$ cat config.mk
export PLATFORM = sky130hd
export DESIGN_NAME = mapu_row_packer
export DESIGN_NICKNAME = d
export VERILOG_FILES = /design/src/rtl/mapu_pkg.sv /design/src/rtl/mapu_row_reg.sv /design/src/rtl/mapu_row_packer.sv
export SDC_FILE = /design/constraint.sdc
export NUM_CORES = 1
export LEC_CHECK = 0
export ABC_CLOCK_PERIOD_IN_PS = 3000
export CAP_MARGIN = 10
export CORE_ASPECT_RATIO = 0.5
export CORE_MARGIN = 2
export CORE_UTILIZATION = 58
export DETAILED_ROUTE_END_ITERATION = 10
export PLACE_DENSITY = 0.85
export SLEW_MARGIN = 20
export SYNTH_ARGS = -nofsm -noshare
export SYNTH_HDL_FRONTEND = slang
export SYNTH_HIERARCHICAL = 1
export SYNTH_SLANG_ARGS = --single-unit
$ cat constraint.sdc
create_clock -name clk -period 3 [get_ports clk]
set_input_delay 0.6 -clock clk [delete_from_list [all_inputs] [get_ports clk]]
set_output_delay 0.6 -clock clk [all_outputs]
set_load 0.05 [all_outputs]
$ cat src/rtl/mapu_pkg.sv
// Shared constants and row type for the MAPU row packer.
package mapu_pkg;
  localparam int MAPU_ROW_ELEMS  = 4;
  localparam int MAPU_MAT_ROWS   = 4;
  localparam int MAPU_DATA_WIDTH = 32;
  localparam int MAPU_CNT_W      = $clog2(MAPU_ROW_ELEMS);
  localparam int MAPU_RCNT_W     = $clog2(MAPU_MAT_ROWS);

  // One packed row; element 0 sits in index 0.
  typedef logic [MAPU_ROW_ELEMS-1:0][MAPU_DATA_WIDTH-1:0] mapu_row_t;
endpackage

$ cat src/rtl/mapu_row_reg.sv
// Output row register with valid flag; holds contents while the consumer stalls.
module mapu_row_reg
  import mapu_pkg::*;
#(
  parameter int DATA_WIDTH = MAPU_DATA_WIDTH
) (
  input  logic                                      clk,
  input  logic                                      reset,
  input  logic                                      load,
  input  logic                                      i_rdy,
  input  logic [MAPU_ROW_ELEMS-1:0][DATA_WIDTH-1:0] row_in,
  output logic [MAPU_ROW_ELEMS-1:0][DATA_WIDTH-1:0] row,
  output logic                                      full,
  output logic                                      xfer
);
  logic full_reg;
  logic full_next;

  assign xfer = full_reg && i_rdy;
  assign full = full_reg;

  // A load on the same edge as a transfer keeps the flag set with the new row.
  always_comb begin
    full_next = full_reg;
    if (load) begin
      full_next = 1'b1;
    end else if (xfer) begin
      full_next = 1'b0;
    end
  end

  // Valid flag register.
  always_ff @(posedge clk) begin
    if (reset) begin
      full_reg <= 1'b0;
    end else begin
      full_reg <= full_next;
    end
  end

  generate
    for (genvar gi = 0; gi < MAPU_ROW_ELEMS; gi++) begin : g_elem
      logic [DATA_WIDTH-1:0] elem_reg;
      // Element only changes on load, so it is stable while stalled.
      always_ff @(posedge clk) begin
        if (reset) begin
          elem_reg <= '0;
        end else if (load) begin
          elem_reg <= row_in[gi];
        end
      end
      assign row[gi] = elem_reg;
    end
  endgenerate
endmodule

$ cat src/rtl/mapu_row_packer.sv
// Packs a serial row-major element stream into 4-element rows for the MAPU.
// Optional feature: MAPU_ROW_PACKER_PAD_EN adds i_last, which closes a short
// row early and zero-fills the remaining slots.
module mapu_row_packer
  import mapu_pkg::*;
#(
  parameter int DATA_WIDTH = MAPU_DATA_WIDTH
) (
  input  logic                  clk,
  input  logic                  reset,
  input  logic                  i_en,
  input  logic                  i_vld,
  output logic                  o_rdy,
  input  logic [DATA_WIDTH-1:0] i_data,
`ifdef MAPU_ROW_PACKER_PAD_EN
  input  logic                  i_last,
`endif
  output logic                  o_vld,
  input  logic                  i_rdy,
  output logic [DATA_WIDTH-1:0] o_r0,
  output logic [DATA_WIDTH-1:0] o_r1,
  output logic [DATA_WIDTH-1:0] o_r2,
  output logic [DATA_WIDTH-1:0] o_r3,
  output logic                  o_mat_last
);
  localparam logic [MAPU_CNT_W-1:0]  ECNT_LAST = MAPU_CNT_W'(MAPU_ROW_ELEMS - 1);
  localparam logic [MAPU_RCNT_W-1:0] RCNT_LAST = MAPU_RCNT_W'(MAPU_MAT_ROWS - 1);

  logic [MAPU_CNT_W-1:0]  ecnt_reg, ecnt_next;
  logic [MAPU_RCNT_W-1:0] rcnt_reg, rcnt_next;
  logic                   accept;
  logic                   pad_last;
  logic                   row_done;
  logic                   ofull;
  logic                   xfer;
  logic [MAPU_ROW_ELEMS-1:0][DATA_WIDTH-1:0] row_next;
  logic [MAPU_ROW_ELEMS-1:0][DATA_WIDTH-1:0] row_q;

`ifdef MAPU_ROW_PACKER_PAD_EN
  assign pad_last = i_last;
`else
  assign pad_last = 1'b0;
`endif

  // Stall only when completing a row would overwrite a pending one; i_rdy is
  // deliberately not used here. A padded early close also completes a row.
  assign o_rdy    = i_en && !reset && !(ofull && (ecnt_reg == ECNT_LAST || pad_last));
  assign accept   = i_vld && o_rdy;
  assign row_done = accept && (ecnt_reg == ECNT_LAST || pad_last);

  generate
    for (genvar gi = 0; gi < MAPU_ROW_ELEMS; gi++) begin : g_asm
      if (gi < MAPU_ROW_ELEMS - 1) begin : g_slot
        logic [DATA_WIDTH-1:0] slot_reg;
        // Capture the element addressed by the current element count.
        always_ff @(posedge clk) begin
          if (reset) begin
            slot_reg <= '0;
          end else if (accept && ecnt_reg == MAPU_CNT_W'(gi)) begin
            slot_reg <= i_data;
          end
        end
        // Earlier slots come from storage, the current one bypasses i_data,
        // later ones are zero (only reachable through an early close).
        assign row_next[gi] = (MAPU_CNT_W'(gi) < ecnt_reg)  ? slot_reg :
                              (MAPU_CNT_W'(gi) == ecnt_reg) ? i_data   : '0;
      end else begin : g_tail
        assign row_next[gi] = (ecnt_reg == ECNT_LAST) ? i_data : '0;
      end
    end
  endgenerate

  // Element and row counters advance on acceptance and on row transfer.
  always_comb begin
    ecnt_next = ecnt_reg;
    rcnt_next = rcnt_reg;
    if (accept) begin
      ecnt_next = row_done ? '0 : ecnt_reg + 1'b1;
    end
    if (xfer) begin
      rcnt_next = rcnt_reg + 1'b1;
    end
  end

  // Counter registers.
  always_ff @(posedge clk) begin
    if (reset) begin
      ecnt_reg <= '0;
      rcnt_reg <= '0;
    end else begin
      ecnt_reg <= ecnt_next;
      rcnt_reg <= rcnt_next;
    end
  end

  mapu_row_reg #(
    .DATA_WIDTH(DATA_WIDTH)
  ) u_row_reg (
    .clk   (clk),
    .reset (reset),
    .load  (row_done),
    .i_rdy (i_rdy),
    .row_in(row_next),
    .row   (row_q),
    .full  (ofull),
    .xfer  (xfer)
  );

  assign o_vld      = ofull;
  assign o_r0       = row_q[0];
  assign o_r1       = row_q[1];
  assign o_r2       = row_q[2];
  assign o_r3       = row_q[3];
  assign o_mat_last = ofull && (rcnt_reg == RCNT_LAST);
endmodule

==> flow_metrics.env, run 1 <==
export IMPL_yosysSeqAreaShare=0.431
export IMPL_wire_per_inst_um=15.9
export IMPL_syn_nets=1283
export IMPL_wirelength_um=25200
export IMPL_postCtsSetupBuffers=0
export IMPL_start_kind="register"
export IMPL_final_layout_size_suffix_gt1_frac=0.0490
export IMPL_crit_family="buffers and inverters"
export IMPL_setup_violations=0
export IMPL_postSynthAreaPerCell_um2=8.57
export IMPL_synth_cell_types=29
export IMPL_finClkSkew_ps=8.70
export IMPL_r2r_cells=7
export IMPL_antenna_found_initial=0
export IMPL_grt_usage=0.255
export IMPL_die_h_um=99.7
export IMPL_worst_pin_slew_ps=933
export IMPL_std_cell_rows=34
export IMPL_cts_buffers=21
export IMPL_rsz0062_at_grt="no"
export IMPL_fin_area_um2=12800
export IMPL_slowest_delay_ps=800
export IMPL_crit_path_top_delay_cell="clkdlybuf4s50_1"
export IMPL_clk_pin_slew_worst_paths_ps=60
export IMPL_min_path_cells=2
export IMPL_cp_depth=2
export IMPL_synthesis_instances=1240
export IMPL_placed_cell_area_um2=12100
export IMPL_dieWidth_um=195
export IMPL_final_max_slew_viol_count=0
export IMPL_design_die_area_um2=19500
export IMPL_fin_nets=1380
export IMPL_worstSetupPathType="reg2out"
export IMPL_initial_core_util=0.602
export IMPL_crit_buf_inv=1
export IMPL_regToRegSetupSlack_ps=780
export IMPL_clock_sinks=229
export IMPL_ir_worst_vdd_uv=325
export IMPL_cts_tree="yes"
export IMPL_io_buffers=167
export IMPL_crit_chain="and2_1 > clkdlybuf4s50_1"
export IMPL_setup_tns_ps=0
export IMPL_required_ps=2400
export IMPL_syn_area_um2=10600
export IMPL_antenna_cells=0
export IMPL_critPathMaxFanout=6
export IMPL_clk_latency_ps=500
export IMPL_hold_path_class="reg2reg"
export IMPL_largest_reg_flops=128
export IMPL_ant_nets=0
export IMPL_grt_pass1_wl_um=41300
export IMPL_status="finished, final reports clean"
export IMPL_h_tree_depth=1
export IMPL_power_static_leakage_nw=4.48
export IMPL_vias=8791
export IMPL_place_gp_congestion=0.813
export IMPL_dp_hpwl_um=16300
export IMPL_yosys_top_cells_area="dfxtp_1 (43%), mux2i_1 (12%), nand2_1 (6.9%), a21bo_1 (5.5%), nor2_1 (4.6%)"
export IMPL_max_cap_viol_count=0
export IMPL_crit_arrival_ps=1940
export IMPL_hold_buffers=0
export IMPL_grt_max_degree=93
export IMPL_io_pins=168
export IMPL_drt_pass1_iterations=6
export IMPL_ys_ff_latch=229
export IMPL_hold_viol=0
export IMPL_avgViaCountPerCell=5.56
export IMPL_cts_root_buf="clkbuf_16"
export IMPL_netlist_area_leader_share=0.431
export IMPL_yosysWarnings=6
export IMPL_cts_buffer_depth=3
export IMPL_areaGrowthSynthToFinish_pct=20.0
export IMPL_post_cts_resized=0
export IMPL_slew_headroom=0.378
export IMPL_period_needed_ps=2540
export IMPL_synth_top_area_cell="dfxtp_1"
export IMPL_finalCritPeriodShare=0.846
export IMPL_drt_iter0_drc=607
export IMPL_drc=0
export IMPL_cellPowerDensity_nw_per_um2=478
export IMPL_grt_pass1_vias=8398
export IMPL_core_area_um2=17700
export IMPL_grt_ovfl_total=0
export IMPL_max_freq_mhz=394
export IMPL_setup_worst_path_end_class="output port"
-- kinds of logic (layout without fill, tap and decap cells) --
logic type	after synthesis	after routing	share of synthesized area
AO/OA/AOI/OAI	262	262	0.167
XOR/XNOR	1	1	0.000824
adder cells (fa/ha/maj)	6	6	0.00706
buffers and inverters	152	259	0.0876
flip-flops	229	229	0.431
multiplexers	129	129	0.122
AND/OR/NAND/NOR	461	461	0.184
-- cells in the mapped netlist --
cell and n:
nor2_1 131, inv_1 37, buf_8 1, o21ai_1 50, dfxtp_1 229, nand3_1 96, ha_1 6, xnor2_1 1
o21ai_0 46, buf_4 8, and3b_1 3, a21bo_1 58, nand2b_1 2, buf_12 11, buf_1 10, a21bo_2 6
mux2i_1 129, o41ai_1 1, a21oi_1 65, buf_2 27, a211o_1 34, nand2_1 194, clkbuf_2 1, a21boi_4 1
and2_1 34, o31ai_1 1, buf_6 14, clkbuf_1 43, nor3_1 1
-- power breakdown --
group | switching (mW) | internal, mW
Clock | 1.12 | 1.46
Sequential | 0.0110 | 3.07
Combinational | 0.300 | 0.141
Total | 1.43 | 4.68
-- worst paths after layout --
| path | startpoint | endpoint |
|---|---|---|
| setup reg to reg | ecnt_reg[0] | u_row_reg/g_elem[1].elem_reg[4] |
| hold reg to reg | u_row_reg/g_elem[0].elem_reg[2] | u_row_reg/g_elem[0].elem_reg[2] |
| setup / recovery | u_row_reg/full | o_mat_last |
| hold / removal | u_row_reg/g_elem[0].elem_reg[2] | u_row_reg/g_elem[0].elem_reg[2] |
-- worst register-to-register path, delay by kind of cell (launching register included) --
kind | cells | cell delay (ps)
and+or+nand+nor | 4 | 680
buffers and inverters | 1 | 400
muxes | 1 | 370
DFF | 1 | 350
adders and majority gates | 1 | 270
-- final cells by class --
type | instances | area [um^2]
multi-input combinational | 859 | 5120
tap | 234 | 293
timing repair buffer | 189 | 1970
clock buffer | 30 | 599
sequential | 229 | 4590
inverter | 37 | 139
clock inverter | 3 | 40.0
fill | 1335 | 4900
-- metal layers --
metal | wire (um) | GRT usage | vias up
met5 | 0 | 0 | -
met4 | 745 | 0.0851 | 0
met3 | 1310 | 0.0342 | 53
met2 | 12200 | 0.451 | 246
met1 | 11000 | 0.324 | 4159
li1 | - | - | 4333
-- layout by cell type (no fill, tap or decap), types with 2 or more instances in the layout --
cell and count:
and2_1 34, a21oi_1 65, ha_2 2, ha_1 4, and3b_2 3, nand3_1 96
a211o_1 34, buf_12 11, nor2_1 131, mux2i_1 129, nand2_1 194, o21ai_0 46
clkbuf_8 4, inv_1 37, a21bo_1 58, nand2b_1 2, clkdlybuf4s50_1 165, a21bo_2 6
dfxtp_1 228, clkbuf_1 5, clkbuf_16 21, clkinv_2 2, o21ai_1 50, buf_4 12
-- stage by stage --
step	cells	total power, mW	hold WS [ps]	util	setup WS, ps
6_report	1581	6.10	496	0.722	463
2_1_floorplan	1240	3.44	465	-	784
3_3_place_gp	1548	3.57	471	0.686	529
3_5_place_dp	1548	3.59	481	0.686	392
5_1_grt	1581	6.32	512	0.722	415
4_1_cts	1581	6.15	498	0.722	452
Power figures use the tool's default switching activity.
==> inputs of run 2 (changes only) <==
- ABC_CLOCK_PERIOD_IN_PS: 3000 -> 2500
- CORE_UTILIZATION: 58 -> 54
- PLACE_DENSITY: 0.85 -> 0.8
- clock period: 3 -> 2.5 ns (I/O delays scaled with it)
==> run 2 against run 1 <==
Utilization is 5.1 points lower. Via count is 0.41% lower. Sequential power grew 20%. Die area increased by 7.2%. Clock power is 27% higher. Power up 23%. Sequential cell count did not move. Critical endpoint is now o_rdy. Largest cell class unchanged.
==> flow_metrics.env, run 2 (synthesis gave the netlist of run 1 again) <==
export IMPL_cts_buffers=21
export IMPL_stdcell_count=1626
export IMPL_regToRegSetupSlack_ps=340
export IMPL_cts_tree="yes"
export IMPL_crit_path_start="ecnt_reg[1]"
export IMPL_crit_arrival_ps=1760
export IMPL_placed_cells=1589
export IMPL_wirelength_um=25400
export IMPL_grt_pass1_wl_um=40800
export IMPL_io_pins=168
export IMPL_cellPowerDensity_nw_per_um2=577
export IMPL_mostFrequentLayoutCells="dfxtp_1 (228), nand2_1 (194), clkdlybuf4s50_1 (164)"
export IMPL_worstSetupPathType="reg2out"
export IMPL_drt_iter0_drc=418
export IMPL_slew_headroom=0.453
export IMPL_seq_area_um2=4590
export IMPL_setup_violations=0
export IMPL_io_buffers=167
export IMPL_dieWidth_um=202
export IMPL_hold_path_class="in2reg"
export IMPL_period_needed_ps=2260
export IMPL_slowest_delay_ps=480
export IMPL_crit_end="o_rdy"
export IMPL_clk_pin_slew_worst_paths_ps=60
export IMPL_regToRegStartpoint="ecnt_reg[1]"
export IMPL_h_tree_depth=1
export IMPL_design_die_area_um2=20900
export IMPL_rsz0062_at_grt="no"
export IMPL_wire_per_inst_um=15.6
export IMPL_hold_viol=0
export IMPL_cts_buffer_depth=3
export IMPL_cpMostUsedCell="nand2_1"
export IMPL_start_kind="register"
export IMPL_ant_nets=0
export IMPL_setup_tns_ps=0
export IMPL_finClkSkew_ps=13.9
export IMPL_vias=8755
export IMPL_final_layout_size_suffix_gt1_frac=0.0574
export IMPL_required_ps=2000
export IMPL_avgViaCountPerCell=5.38
export IMPL_grt_pass1_vias=8261
export IMPL_max_freq_mhz=442
export IMPL_multi_input_comb_area_um2=5120
export IMPL_fin_nets=1389
export IMPL_crit_buf_inv=1
export IMPL_antenna_cells=0
export IMPL_r2r_cells=6
export IMPL_die_h_um=103
export IMPL_finalCritPeriodShare=0.905
export IMPL_drc=0
export IMPL_place_gp_congestion=0.794
export IMPL_std_cell_rows=36
export IMPL_grt_usage=0.237
export IMPL_power_static_leakage_nw=4.58
export IMPL_worst_pin_slew_ps=821
export IMPL_final_max_slew_viol_count=0
export IMPL_ir_worst_vdd_uv=404
export IMPL_crit_path_top_delay_cell="dfxtp_2"
export IMPL_final_common_cell="dfxtp_1"
export IMPL_critPathMaxFanout=13
export IMPL_areaGrowthSynthToFinish_pct=22.4
export IMPL_dp_hpwl_um=16400
export IMPL_max_cap_viol_count=0
export IMPL_setup_worst_path_end_class="output port"
export IMPL_clock_sinks=229
export IMPL_fillers=1568
export IMPL_grt_ovfl_total=0
export IMPL_drt_pass1_iterations=5
export IMPL_crit_chain="ha_1 > nand2_1 > nand2_1 > nor2_1 > buf_4"
export IMPL_final_util=0.671
export IMPL_cts_root_buf="clkbuf_16"
export IMPL_initial_core_util=0.549
export IMPL_cp_depth=5
export IMPL_antenna_found_initial=0
export IMPL_clk_latency_ps=500
export IMPL_crit_family="flip-flops"
export IMPL_largest_reg_flops=128
export IMPL_status="finished, final reports clean"
export IMPL_r2r_end="g_asm[2].g_slot.slot_reg[1]"
export IMPL_core_area_um2=19400
export IMPL_grt_max_degree=191
[run 2: changes by cell type in the layout (fill, tap and decap cells not counted), sizes merged]
| cell | before | now |
|---|---|---|
| bufinv | 1 | 2 |
| clkbuf | 30 | 31 |
| dlymetal6s2s | 0 | 1 |
| buf | 24 | 33 |
| clkdlybuf4s50 | 165 | 164 |
| clkinvlp | 0 | 2 |
[run 2: layer usage]
metal | part of all wire | global-route usage | up-vias | wire length [um]
li1 | - | - | 4360 | -
met1 | 0.45 | 0.311 | 4140 | 11500
met2 | 0.48 | 0.413 | 206 | 12200
met3 | 0.042 | 0.0357 | 49 | 1070
met4 | 0.023 | 0.0685 | 0 | 575
met5 | 0 | 0 | - | 0
[run 2: how the worst min path moves through the flow]
stage / startpoint / end / slack, ps / depth (start not counted)
global placement: u_row_reg/g_elem[1].elem_reg[6] / u_row_reg/g_elem[1].elem_reg[6] / 470 / 2
detailed placement: u_row_reg/g_elem[0].elem_reg[29] / u_row_reg/g_elem[0].elem_reg[29] / 480 / 2
finish: reset / u_row_reg/g_elem[0].elem_reg[0] / 380 / 2
floorplan: rcnt_reg[1] / rcnt_reg[1] / 460 / 2
CTS: reset / u_row_reg/g_elem[3].elem_reg[22] / 360 / 2
global route: reset / u_row_reg/g_elem[0].elem_reg[21] / 370 / 2
[run 2: layout make-up]
| type | instances | area share |
|---|---|---|
| clock inverters | 6 | 0.00683 |
| flip-flops and latches | 229 | 0.353 |
| well taps | 266 | 0.0256 |
| inverters | 37 | 0.0107 |
| multi-input cells | 859 | 0.394 |
| clock buffers | 31 | 0.0464 |
| repair buffers | 198 | 0.164 |
[run 2: per-stage QoR]
step | total power [mW] | area (um^2) | hold WS (ps) | setup WS [ps]
4_1_cts | 7.59 | 13000 | 356 | 16.8
5_1_grt | 7.77 | 13000 | 373 | 115
6_report | 7.51 | 13000 | 380 | 238
2_1_floorplan | 4.12 | 10600 | 465 | 484
3_3_place_gp | 4.31 | 12300 | 471 | 168
3_5_place_dp | 4.33 | 12300 | 482 | 99.6
[run 2: what timing repair did]
item                       in CTS  in global routing
setup buffers                   0                  0
hold buffers                    0                  0
setup endpoints to repair       0                  1
gates resized for setup         0                  1
[run 2: power breakdown]
group	internal, mW	switching (mW)
sequential	3.69	0.0151
combinational	0.180	0.363
clock	1.88	1.38
total	5.75	1.76
==> inputs of run 3 (changes only) <==
- ABC_CLOCK_PERIOD_IN_PS: 2500 -> 1850
- CAP_MARGIN: 10 -> unset
- CORE_UTILIZATION: 54 -> 49
- PLACE_DENSITY: 0.8 -> 0.77
- clock period: 2.5 -> 1.85 ns (I/O delays scaled with it)
==> run 3 against run 2 <==
The flow now finishes with violations (setup timing). Design area rose by 0.20%. Die area rose by 9.9%. Final cell count rose by 3.3%. Setup slack got worse by 290 ps. Non-clock buffer count rose by 22. Worst hold slack got worse by 33 ps. Critical endpoint unchanged. Highest routed layer unchanged.
==> flow_metrics.env, run 3 (synthesis gave the netlist of run 1 again) <==
export IMPL_hold_start="reset"
export IMPL_cts_tree="yes"
export IMPL_antenna_found_initial=0
export IMPL_std_cell_rows=38
export IMPL_grt_pass1_vias=8407
export IMPL_wirelength_um=26500
export IMPL_drc=0
export IMPL_regToRegSetupSlack_ps=60
export IMPL_areaGrowthSynthToFinish_pct=22.6
export IMPL_fin_nets=1411
export IMPL_cts_buffers=21
export IMPL_final_max_slew_viol_count=0
export IMPL_ir_worst_vdd_uv=498
export IMPL_place_gp_congestion=0.748
export IMPL_grt_ovfl_total=0
export IMPL_rsz0062_at_grt="yes"
export IMPL_worst_pin_slew_ps=699
export IMPL_largest_reg_flops=128
export IMPL_finClkSkew_ps=10.2
export IMPL_drt_iter0_drc=447
export IMPL_grt_max_degree=158
export IMPL_slew_headroom=0.534
export IMPL_ant_nets=0
export IMPL_start_kind="register"
export IMPL_cellPowerDensity_nw_per_um2=775
export IMPL_core_area_um2=21500
export IMPL_drt_pass1_iterations=5
export IMPL_max_cap_viol_count=0
export IMPL_fin_hold_ws_ps=347
export IMPL_min_to="u_row_reg/g_elem[3].elem_reg[15]"
export IMPL_avgViaCountPerCell=5.32
export IMPL_clock_sinks=229
export IMPL_required_ps=1480
export IMPL_vias=8935
export IMPL_power_static_leakage_nw=5.04
export IMPL_fin_area_um2=13000
export IMPL_clk_pin_slew_worst_paths_ps=60
export IMPL_r2r_cells=8
export IMPL_h_tree_depth=1
export IMPL_io_buffers=167
export IMPL_max_freq_mhz=527
export IMPL_regToRegStartpoint="ecnt_reg[1]"
export IMPL_die_h_um=108
export IMPL_dp_hpwl_um=17300
export IMPL_period_needed_ps=1900
export IMPL_status="complete, but fails checks"
export IMPL_r2r_end="u_row_reg/g_elem[2].elem_reg[11]"
export IMPL_cts_buffer_depth=3
export IMPL_dieWidth_um=212
export IMPL_final_common_cell="dfxtp_1"
export IMPL_hold_viol=0
export IMPL_cts_root_buf="clkbuf_16"
export IMPL_setup_violations=1
export IMPL_mostFrequentLayoutCells="dfxtp_1 (228), nand2_1 (192), buf_4 (134)"
export IMPL_violations="setup timing"
export IMPL_grt_pass1_wl_um=42200
export IMPL_io_pins=168
export IMPL_hold_buffers=0
export IMPL_crit_arrival_ps=1530
export IMPL_placed_cell_area_um2=12300
export IMPL_wire_per_inst_um=15.8
export IMPL_antenna_cells=0
export IMPL_worstSetupPathType="reg2out"
export IMPL_min_path_cells=3
export IMPL_design_die_area_um2=23000
export IMPL_clk_latency_ps=510
export IMPL_grt_usage=0.225
export IMPL_finalCritPeriodShare=1.03
export IMPL_critPathMaxFanout=5
export IMPL_hold_path_class="in2reg"
export IMPL_power_mw=10.1
export IMPL_final_layout_size_suffix_gt1_frac=0.154
export IMPL_setup_slack_ps=-49.0
export IMPL_setup_worst_path_end_class="output port"
export IMPL_initial_core_util=0.494
-- run 3: worst max path at each step --
stage	from	endpoint	slack, ps
2_1_floorplan	ecnt_reg[1]	g_asm[1].g_slot.slot_reg[0]	7
3_5_place_dp	i_en	u_row_reg/g_elem[2].elem_reg[11]	-240
3_3_place_gp	i_en	u_row_reg/g_elem[2].elem_reg[14]	-150
4_1_cts	ecnt_reg[1]	o_rdy	-140
5_1_grt	ecnt_reg[1]	o_rdy	-120
6_report	ecnt_reg[1]	o_rdy	-50
-- run 3: power breakdown --
| part | internal, mW | leakage (nW) | switching [mW] |
|---|---|---|---|
| clock | 2.43 | 0.327 | 1.87 |
| sequential | 4.98 | 1.85 | 0.0181 |
| combinational | 0.284 | 2.86 | 0.509 |
| total | 7.70 | 5.04 | 2.40 |
-- run 3: cell type report --
class                   instances  area (um^2)
fillers                      1873         8460
repair buffers                220         2120
clock inverters                 4         48.8
multi-input cells             859         5150
well taps                     300          375
flip-flops and latches        229         4590
clock buffers                  31          613
inverters                      37          139
-- run 3: what timing repair did --
action | in CTS | in global routing
endpoints found under the setup margin | 30 | 86
setup buffers | 0 | 4
gates resized for setup | 24 | 11
cloned | 0 | 2
pin swaps | 0 | 2
-- run 3: critical path: stages, from the launching register on --
cell and delay, ps:
dfxtp_4 370, ha_4 180, nand2_2 60, nand2_2 60
buf_6 130, nor2_4 80, buf_6 160
-- run 3: per-layer routing --
| layer | wire, um | track usage | up-vias | part of all wire |
|---|---|---|---|---|
| met5 | 0 | 0 | - | 0 |
| met4 | 603 | 0.0674 | 0 | 0.023 |
| met3 | 1030 | 0.0340 | 44 | 0.039 |
| met2 | 13100 | 0.402 | 189 | 0.49 |
| met1 | 11700 | 0.283 | 4292 | 0.44 |
| li1 | - | - | 4410 | - |
-- run 3: stage by stage --
stage               TNS (ps)  std cells  utilization  setup slack (ps)
floorplan                  0       1240            -              7.30
global placement      -12280       1639        0.570              -146
detailed placement    -16400       1639        0.570              -243
CTS                     -137       1674        0.600              -137
global route           -1010       1680        0.606              -115
finish                 -49.0       1680        0.606             -49.0
